File: config.mk
export PLATFORM = sky130hd
export DESIGN_NAME = alu_sequencer
export DESIGN_NICKNAME = d
export VERILOG_FILES = /design/src/rtl/alu_sequencer.sv
export SDC_FILE = /design/constraint.sdc
export NUM_CORES = 1
export LEC_CHECK = 0
export BUFFER_PORTS_ARGS = -buffer_cell sky130_fd_sc_hd__buf_4
export CELL_PAD_IN_SITES_DETAIL_PLACEMENT = 0
export CELL_PAD_IN_SITES_GLOBAL_PLACEMENT = 1
export CORE_AREA = 2 2 132 102
export DETAILED_ROUTE_END_ITERATION = 7
export DIE_AREA = 0 0 134 104
export PLACE_DENSITY = 0.59
export SLEW_MARGIN = 20
export SYNTH_ARGS = -nofsm -noshare
export SYNTH_HDL_FRONTEND = slang
export SYNTH_SLANG_ARGS = --single-unit
File: constraint.sdc
create_clock -name clk -period 5.4 [get_ports clk]
set_clock_uncertainty 0.05 [all_clocks]
set_input_delay 1.08 -clock clk [delete_from_list [all_inputs] [get_ports clk]]
set_output_delay 1.08 -clock clk [all_outputs]
set_load 0.05 [all_outputs]
File: src/rtl/alu_sequencer.sv
`default_nettype none
// ============================================================================
// Module  : alu_sequencer
// Brief   : Issue-side controller for the 8-bit ALU: 4x8 register file,
//           C/Z/V flags, 3-cycle IDLE/EXEC/WB instruction sequence.
// Revision: 1.0
// ============================================================================
module alu_sequencer (
   input  logic       clk,
   input  logic       rst,
   input  logic       instr_valid,
   output logic       instr_ready,
   input  logic [7:0] instr,
   input  logic [7:0] imm,
   output logic [7:0] alu_a,
   output logic [7:0] alu_b,
   output logic [3:0] alu_op,
   output logic       alu_c_in,
   input  logic [7:0] alu_res,
   input  logic       alu_c_out,
   input  logic       alu_zero,
   input  logic       alu_ovf,
   output logic       done,
   output logic       illegal,
   output logic       flag_c,
   output logic       flag_z,
   output logic       flag_v,
   input  logic [1:0] dbg_sel,
   output logic [7:0] dbg_data
);

   typedef enum logic [1:0] {
      S_IDLE = 2'd0,
      S_EXEC = 2'd1,
      S_WB   = 2'd2
   } state_t;

   localparam logic [3:0] c_op_mov      = 4'd8;
   localparam logic [3:0] c_op_nop      = 4'd9;
   localparam logic [3:0] c_op_rsv_lo   = 4'd10;
   localparam logic [3:0] c_op_rsv_hi   = 4'd14;
   localparam logic [3:0] c_op_ldi      = 4'd15;

   state_t      r_state;
   logic [7:0]  r_regs [4];
   logic [3:0]  r_op;
   logic [1:0]  r_rd;
   logic [7:0]  r_imm;
   logic [7:0]  r_a;
   logic [7:0]  r_b;
   logic [7:0]  r_res;
   logic        r_c_stage;
   logic        r_z_stage;
   logic        r_v_stage;
   logic        r_flag_c;
   logic        r_flag_z;
   logic        r_flag_v;
   logic [7:0]  r_alu_a;
   logic [7:0]  r_alu_b;
   logic [3:0]  r_alu_op;
   logic        r_done;
   logic        r_illegal;

   logic        w_accept;
   logic        w_alu_wb;
   logic        w_reserved;

   // Ready is gated by rst directly so it reads 0 for the whole reset window
   // and 1 as soon as rst drops, without waiting for another edge.
   assign instr_ready = (r_state == S_IDLE) && !rst;
   assign w_accept    = instr_valid && instr_ready;
   assign w_alu_wb    = (r_op <= c_op_mov);
   assign w_reserved  = (r_op >= c_op_rsv_lo) && (r_op <= c_op_rsv_hi);

   always_ff @(posedge clk) begin
      if (rst) begin
         r_state   <= S_IDLE;
         for (int i = 0; i < 4; i++) begin
            r_regs[i] <= 8'h00;
         end
         r_op      <= c_op_nop;
         r_rd      <= 2'd0;
         r_imm     <= 8'h00;
         r_a       <= 8'h00;
         r_b       <= 8'h00;
         r_res     <= 8'h00;
         r_c_stage <= 1'b0;
         r_z_stage <= 1'b0;
         r_v_stage <= 1'b0;
         r_flag_c  <= 1'b0;
         r_flag_z  <= 1'b0;
         r_flag_v  <= 1'b0;
         r_alu_a   <= 8'h00;
         r_alu_b   <= 8'h00;
         r_alu_op  <= c_op_nop;
         r_done    <= 1'b0;
         r_illegal <= 1'b0;
      end else begin
         r_done    <= 1'b0;
         r_illegal <= 1'b0;
         case (r_state)
            S_IDLE: begin
               if (w_accept) begin
                  r_op     <= instr[7:4];
                  r_rd     <= instr[3:2];
                  r_imm    <= imm;
                  r_a      <= r_regs[instr[3:2]];
                  r_b      <= r_regs[instr[1:0]];
                  // ALU ports are registered, so they are loaded here to be
                  // live exactly during the EXEC cycle.
                  r_alu_a  <= r_regs[instr[3:2]];
                  r_alu_b  <= r_regs[instr[1:0]];
                  r_alu_op <= instr[7:4];
                  r_state  <= S_EXEC;
               end
            end
            S_EXEC: begin
               r_res     <= alu_res;
               r_c_stage <= alu_c_out;
               r_z_stage <= alu_zero;
               r_v_stage <= alu_ovf;
               r_alu_a   <= 8'h00;
               r_alu_b   <= 8'h00;
               r_alu_op  <= c_op_nop;
               r_done    <= 1'b1;
               r_illegal <= w_reserved;
               r_state   <= S_WB;
            end
            S_WB: begin
               if (w_alu_wb) begin
                  r_regs[r_rd] <= r_res;
                  r_flag_c     <= r_c_stage;
                  r_flag_z     <= r_z_stage;
                  r_flag_v     <= r_v_stage;
               end else if (r_op == c_op_ldi) begin
                  r_regs[r_rd] <= r_imm;
                  r_flag_z     <= (r_imm == 8'h00);
               end
               r_state <= S_IDLE;
            end
            default: begin
               r_state <= S_IDLE;
            end
         endcase
      end
   end

   assign alu_a    = r_alu_a;
   assign alu_b    = r_alu_b;
   assign alu_op   = r_alu_op;
   assign alu_c_in = r_flag_c;
   assign done     = r_done;
   assign illegal  = r_illegal;
   assign flag_c   = r_flag_c;
   assign flag_z   = r_flag_z;
   assign flag_v   = r_flag_v;
   assign dbg_data = r_regs[dbg_sel];

   // Operand copies are kept for the staged A/B values; only the ALU port
   // registers feed logic, so fold them into a no-op reduction.
   logic w_unused;
   assign w_unused = ^{r_a, r_b};

endmodule
`default_nettype wire
==> results of run 1 <==
-- report_power, final --
part | leakage (nW) | total (W) | internal (W) | switching, W
Clock | 0.162 | 0.000682 | 0.000448 | 0.000234
Sequential | 0.754 | 0.000701 | 0.000682 | 0.0000190
Combinational | 0.774 | 0.000185 | 0.0000715 | 0.000113
-- layer usage --
layer	share of wire (%)	GRT usage, %	vias up
met3	5.4	3.75	4
met4	0.60	3.88	0
met5	0	0	-
met1	52	20.4	1256
met2	42	18.8	77
li1	-	-	1354
-- worst max-delay path, delay by kind of cell --
family | cells | cell delay (ns)
muxes | 1 | 0.55
buffers and inverters | 2 | 0.40
-- Yosys cell counts (5+ instances only) --
master,n
a21oi_1,42
buf_2,14
clkbuf_1,9
dfxtp_1,52
edfxtp_1,32
mux2i_1,8
mux4_2,24
nand2_1,68
nand2b_1,7
nand3_1,19
nor2_1,32
nor2_2,8
nor3_1,5
-- kinds of logic (layout without fill, tap and decap cells) --
logic type	after synthesis	count (layout)	share of synthesized area (%)
compound gates	52	52	7.46
flops	84	84	53.5
simple gates	153	153	18.5
mux	32	32	16.6
buf+inv	30	86	3.88
-- registers in the layout (all words and copies together) (netlist names) --
signal / flops
r_imm: 8
r_op: 4
flag_z: 1
alu_c_in: 1
r_regs: 32
r_c_stage: 1
r_rd: 2
flag_v: 1
alu_op: 4
r_v_stage: 1
alu_a: 8
r_res: 8
r_z_stage: 1
done: 1
illegal: 1
alu_b: 8
r_state: 2
-- layout by cell type, fill, tap and decap left out, drive strengths merged --
master and n:
a211o 1, a21oi 42, a22oi 2, and3 2, buf 68, bufinv 3
clkbuf 10, clkinv 3, dfxtp 52, edfxtp 32, inv 2, mux2i 8
mux4 24, nand2 68, nand2b 7, nand3 19, nand3b 2, nor2 40
nor2b 2, nor3 5, nor3b 1, o21ai 2, o21bai 1, o22ai 2
o31ai 2, or2 2, or3 1, or3b 2, or4 2
-- worst max-delay path by stage --
stage / startpoint / to / depth (start not counted)
after floorplan: rst / instr_ready / 2
after global placement: rst / r_op[3] / 7
after detailed placement: rst / r_op[3] / 7
after CTS: dbg_sel[0] / dbg_data[4] / 3
after global routing: dbg_sel[0] / dbg_data[4] / 3
final: dbg_sel[0] / dbg_data[4] / 3
-- area by class of cell --
class                      count  area share, %
clock buffer                  10           4.91
clock inverter                 6           2.20
inverter                       2          0.161
multi-input combinational    237           34.2
sequential                    84           43.0
tap                          171           4.59
timing repair buffer          68           11.0
-- metrics by stage --
stage                     power (W)  hold slack, ns  setup WS [ns]  cell area, µm²
after floorplan            0.000838           0.386           1.95            3740
after global placement     0.000899           0.398           2.17            4330
after detailed placement   0.000900           0.404           2.10            4330
after CTS                   0.00159           0.413           2.22            4660
after global routing        0.00162           0.422           2.19            4660
final                       0.00157           0.410           2.23            4660
==> flow_summary.yaml, run 1 <==
outcome:
  status: "finished clean"
sta:
  worstMarginPinSlew_ns: 1.00
  timing.final.max_slew_violations: 0
  fin_tns_setup_ns: 0
  finalHoldViolCount: 0
  timing.final.crit_period_ns: 3.17
  timing.final.crit_share_pct: 58.7
  setup_violations: 0
  max_freq_mhz: 316
  rsz0062_at_grt: "false"
  slew_headroom_pct: 33.1
final_layout:
  final_util_pct: 36.8
  area_growth_pct: 24.6
  nets: 434
  nFillCells: 1295
  drive_gt1_share_pct: 28.7
  diodes: 0
  multi_input_area_um2: 1600
  seq_area_um2: 2000
  layoutNonFillerInstCount: 578
worst_setup_path:
  cp_common_cell: "buf_4"
  reg2reg_setup_slack_ns: 3.08
  worstSetupEndpointType: "output pin"
  r2r_start: "r_state[1]"
  timing.rr.end: "r_regs[2][2]"
  crit_required_ns: 4.27
  cp_slowest_cell: "mux4_2"
  crit_path_start_kind: "input port"
  path_cells: "buf_4, mux4_2, buf_4"
  cp_max_fo: 8
  r2r_cells: 5
  slowest_delay_ns: 0.55
  crit_arrival_ns: 2.04
  setup.worst_path.class: "input port to output pin"
drt:
  via_count: 2691
  first_pass_iters: 4
  ant_nets: 0
  wl_per_cell_um: 15.9
  wl_mm: 9.19
  via_per_inst: 4.66
  first_iter_violations: 124
  drc: 0
grt:
  antenna_found_initial: 0
  grt_usage_pct: 13.5
  grt_pass1_vias: 2593
  grt_overflow: 0
  grt_max_degree: 57
  grt_pass1_wl_mm: 14.5
placement:
  place_inst: 562
  io_buffer_count: 66
  dp_hpwl_mm: 6.67
  place_congestion: 0.731
yosys:
  syn_area_um2: 3740
  synthTopCellsByArea: "dfxtp_1 (28%), edfxtp_1 (26%), mux4_2 (14%), nand2_1 (6.8%), a21oi_1 (5.6%)"
  yosys_warnings: 0
  synth_ff_type: "dfxtp_1"
  async_flop_share_pct: 0
  yosysUniqueCellTypes: 31
  netlist.area_leader.share_pct: 27.8
  yosysTopAreaCell: "dfxtp_1"
  syn-num-nets: 383
  avgSynthCellArea_um2: 10.7
  synth-edff-count: 32
  yosysSeqAreaShare_pct: 53.5
  synth-seq-cells: 84
  syn_inst: 351
die:
  fp.dieW_um: 134
  design.die.area_um2: 13900
  start_util_pct: 29.5
  rows: 36
  die_y_um: 104
  io_pins: 67
  coreArea_um2: 12700
job:
  maxCapViolCount: 0
power:
  p_leak_nw: 1.69
  peakVddDrop_uv: 144
  p_per_area_nw_per_um2: 336
clocking:
  cts-resized-gates: 0
  insertion_delay_ns: 0.33
  cts_hold_buf: 0
  htreeDepth: 3
  cts_setup_buffers: 0
  cts_tree: "done"
  cts_root_buf: "clkbuf_16"
  clock-sinks: 84
  cts.path.max_buffers: 2
  path_clk_slew_ns: 0.06
  cts_made_buffers: 9
min_path:
  hold_path_depth: 2
  hold_end: "r_res[5]"
  hp-start: "r_res[5]"
  hp-class: "register to register"
Power figures use the tool's default switching activity.
==> run 2: changes to the inputs <==
--- a/config.mk
+++ b/config.mk
@@ -11,7 +11,7 @@
 export CORE_AREA = 2 2 132 102
 export DETAILED_ROUTE_END_ITERATION = 7
 export DIE_AREA = 0 0 134 104
-export PLACE_DENSITY = 0.59
+export PLACE_DENSITY = 0.61
 export SLEW_MARGIN = 20
 export SYNTH_ARGS = -nofsm -noshare
 export SYNTH_HDL_FRONTEND = slang
==> constraint.sdc (replaced) <==
create_clock -name clk -period 2.9 [get_ports clk]
set_clock_uncertainty 0.05 [all_clocks]
set_input_delay 0.58 -clock clk [delete_from_list [all_inputs] [get_ports clk]]
set_output_delay 0.58 -clock clk [all_outputs]
set_load 0.05 [all_outputs]
==> run 2 against run 1 <==
Net effect:
- via count increased by 2.3%
- die area unchanged
- cell count increased by 0.87%
- global-route usage rose by 0.42 points
- power grew 81%
- critical endpoint is now r_regs[0][7]
- combinational power increased by 87%
==> flow_summary.yaml, run 2 (synthesis results as in run 1) <==
sta:
  finalHoldViolCount: 0
  setup_violations: 0
  timing.final.max_slew_violations: 0
  max_freq_mhz: 424
  slew_headroom_pct: 43.2
  worstMarginPinSlew_ns: 0.851
  rsz0062_at_grt: "false"
  fin_tns_setup_ns: 0
  timing.final.crit_period_ns: 2.36
  whs_ns: 0.402
  timing.final.crit_share_pct: 81.3
final_layout:
  layoutNonFillerInstCount: 583
  diodes: 0
  nFillCells: 1280
  nets: 440
  layout_common_cells: "buf_4 (74), nand2_1 (68), dfxtp_1 (52)"
  top_register: "r_regs"
  largest_reg_flops: 32
  drive_gt1_share_pct: 30.1
  area_growth_pct: 25.4
  final_common_cell: "buf_4"
power:
  p_per_area_nw_per_um2: 606
  p_leak_nw: 1.71
  peakVddDrop_uv: 274
worst_setup_path:
  cpLargestDelayFamily: "simple AND/OR/NAND/NOR gates"
  path_cells: "nor3b_2, o31ai_1, buf_4, or3_1, nand2b_1"
  crit_path_start_kind: "register"
  crit_arrival_ns: 2.29
  cp_max_fo: 13
  r2r_cells: 5
  worstSetupEndpointType: "register"
  setup.worst_path.class: "register to register"
  cp.buffers_inverters: 1
  crit_required_ns: 2.83
  slowest_delay_ns: 0.50
  cp_num_cells: 5
  cp_slowest_cell: "or3_1"
job:
  maxCapViolCount: 0
clocking:
  clock-sinks: 84
  htreeDepth: 3
  insertion_delay_ns: 0.34
  cts_hold_buf: 0
  cts_made_buffers: 9
  cts_setup_buffers: 0
  cts_root_buf: "clkbuf_16"
  path_clk_slew_ns: 0.06
  cts.path.max_buffers: 2
  cts-resized-gates: 0
  cts_tree: "done"
die:
  start_util_pct: 29.5
  rows: 36
  die_y_um: 104
  fp.dieW_um: 134
  design.die.area_um2: 13900
  io_pins: 67
  coreArea_um2: 12700
drt:
  first_iter_violations: 154
  wl_mm: 9.17
  via_per_inst: 4.72
  first_pass_iters: 4
  via_count: 2753
  wl_per_cell_um: 15.7
  ant_nets: 0
  drc: 0
min_path:
  hp-class: "register to register"
  hold_path_depth: 2
grt:
  grt_max_degree: 56
  grt_pass1_wl_mm: 15.0
  antenna_found_initial: 0
  grt_pass1_vias: 2712
  grt_overflow: 0
  grt_usage_pct: 13.9
placement:
  place_inst: 568
  io_buffer_count: 66
  place_congestion: 0.733
  dp_hpwl_mm: 6.62
outcome:
  status: "finished clean"
-- run 2: cell types whose count changed in the layout (fill, tap and decap cells not counted), sizes merged --
cell      change
clkbuf        +3
clkinvlp      +1
bufinv        -3
clkinv        -2
buf           +6
-- run 2: final timing paths --
kind	from	end	slack (ns)
min reg2reg	r_res[0]	r_res[0]	0.40
max reg2reg	r_state[1]	r_regs[0][7]	0.54
max	r_state[1]	r_regs[0][7]	0.54
min	r_res[0]	r_res[0]	0.40
-- run 2: metal layers --
| metal | routed length [µm] | track usage (%) |
|---|---|---|
| met3 | 624 | 4.87 |
| met2 | 3740 | 19.5 |
| met5 | 0 | 0 |
| met4 | 42 | 2.66 |
| met1 | 4770 | 20.8 |
-- run 2: final cells by class --
class	count	area, µm²	share of cell area (%)
multi-input cells	237	1600	34.0
repair buffers	74	556	11.8
well taps	171	214	4.56
clock buffers	13	304	6.48
inverters	2	7.51	0.160
clock inverters	2	12.5	0.267
flip-flops and latches	84	2000	42.7
-- run 2: stage by stage --
stage	util, %	power, W	instance area (µm²)	worst slack, ns
final	37.1	0.00284	4690	0.543
after global routing	37.1	0.00296	4690	0.410
after CTS	37.1	0.00288	4690	0.537
after detailed placement	34.6	0.00168	4370	0.367
after global placement	34.5	0.00168	4370	0.368
after floorplan	-	0.00156	3740	0.191
-- run 2: worst min-delay path, cell delays in order (launching register included) --
cell,delay (ns)
dfxtp_1,0.31
nand2_1,0.05
a21oi_1,0.05
-- run 2: power by group --
group,switching (W),internal [W]
Combinational,0.000209,0.000137
Sequential,0.0000367,0.00127
Clock,0.000458,0.000731
Total,0.000704,0.00214
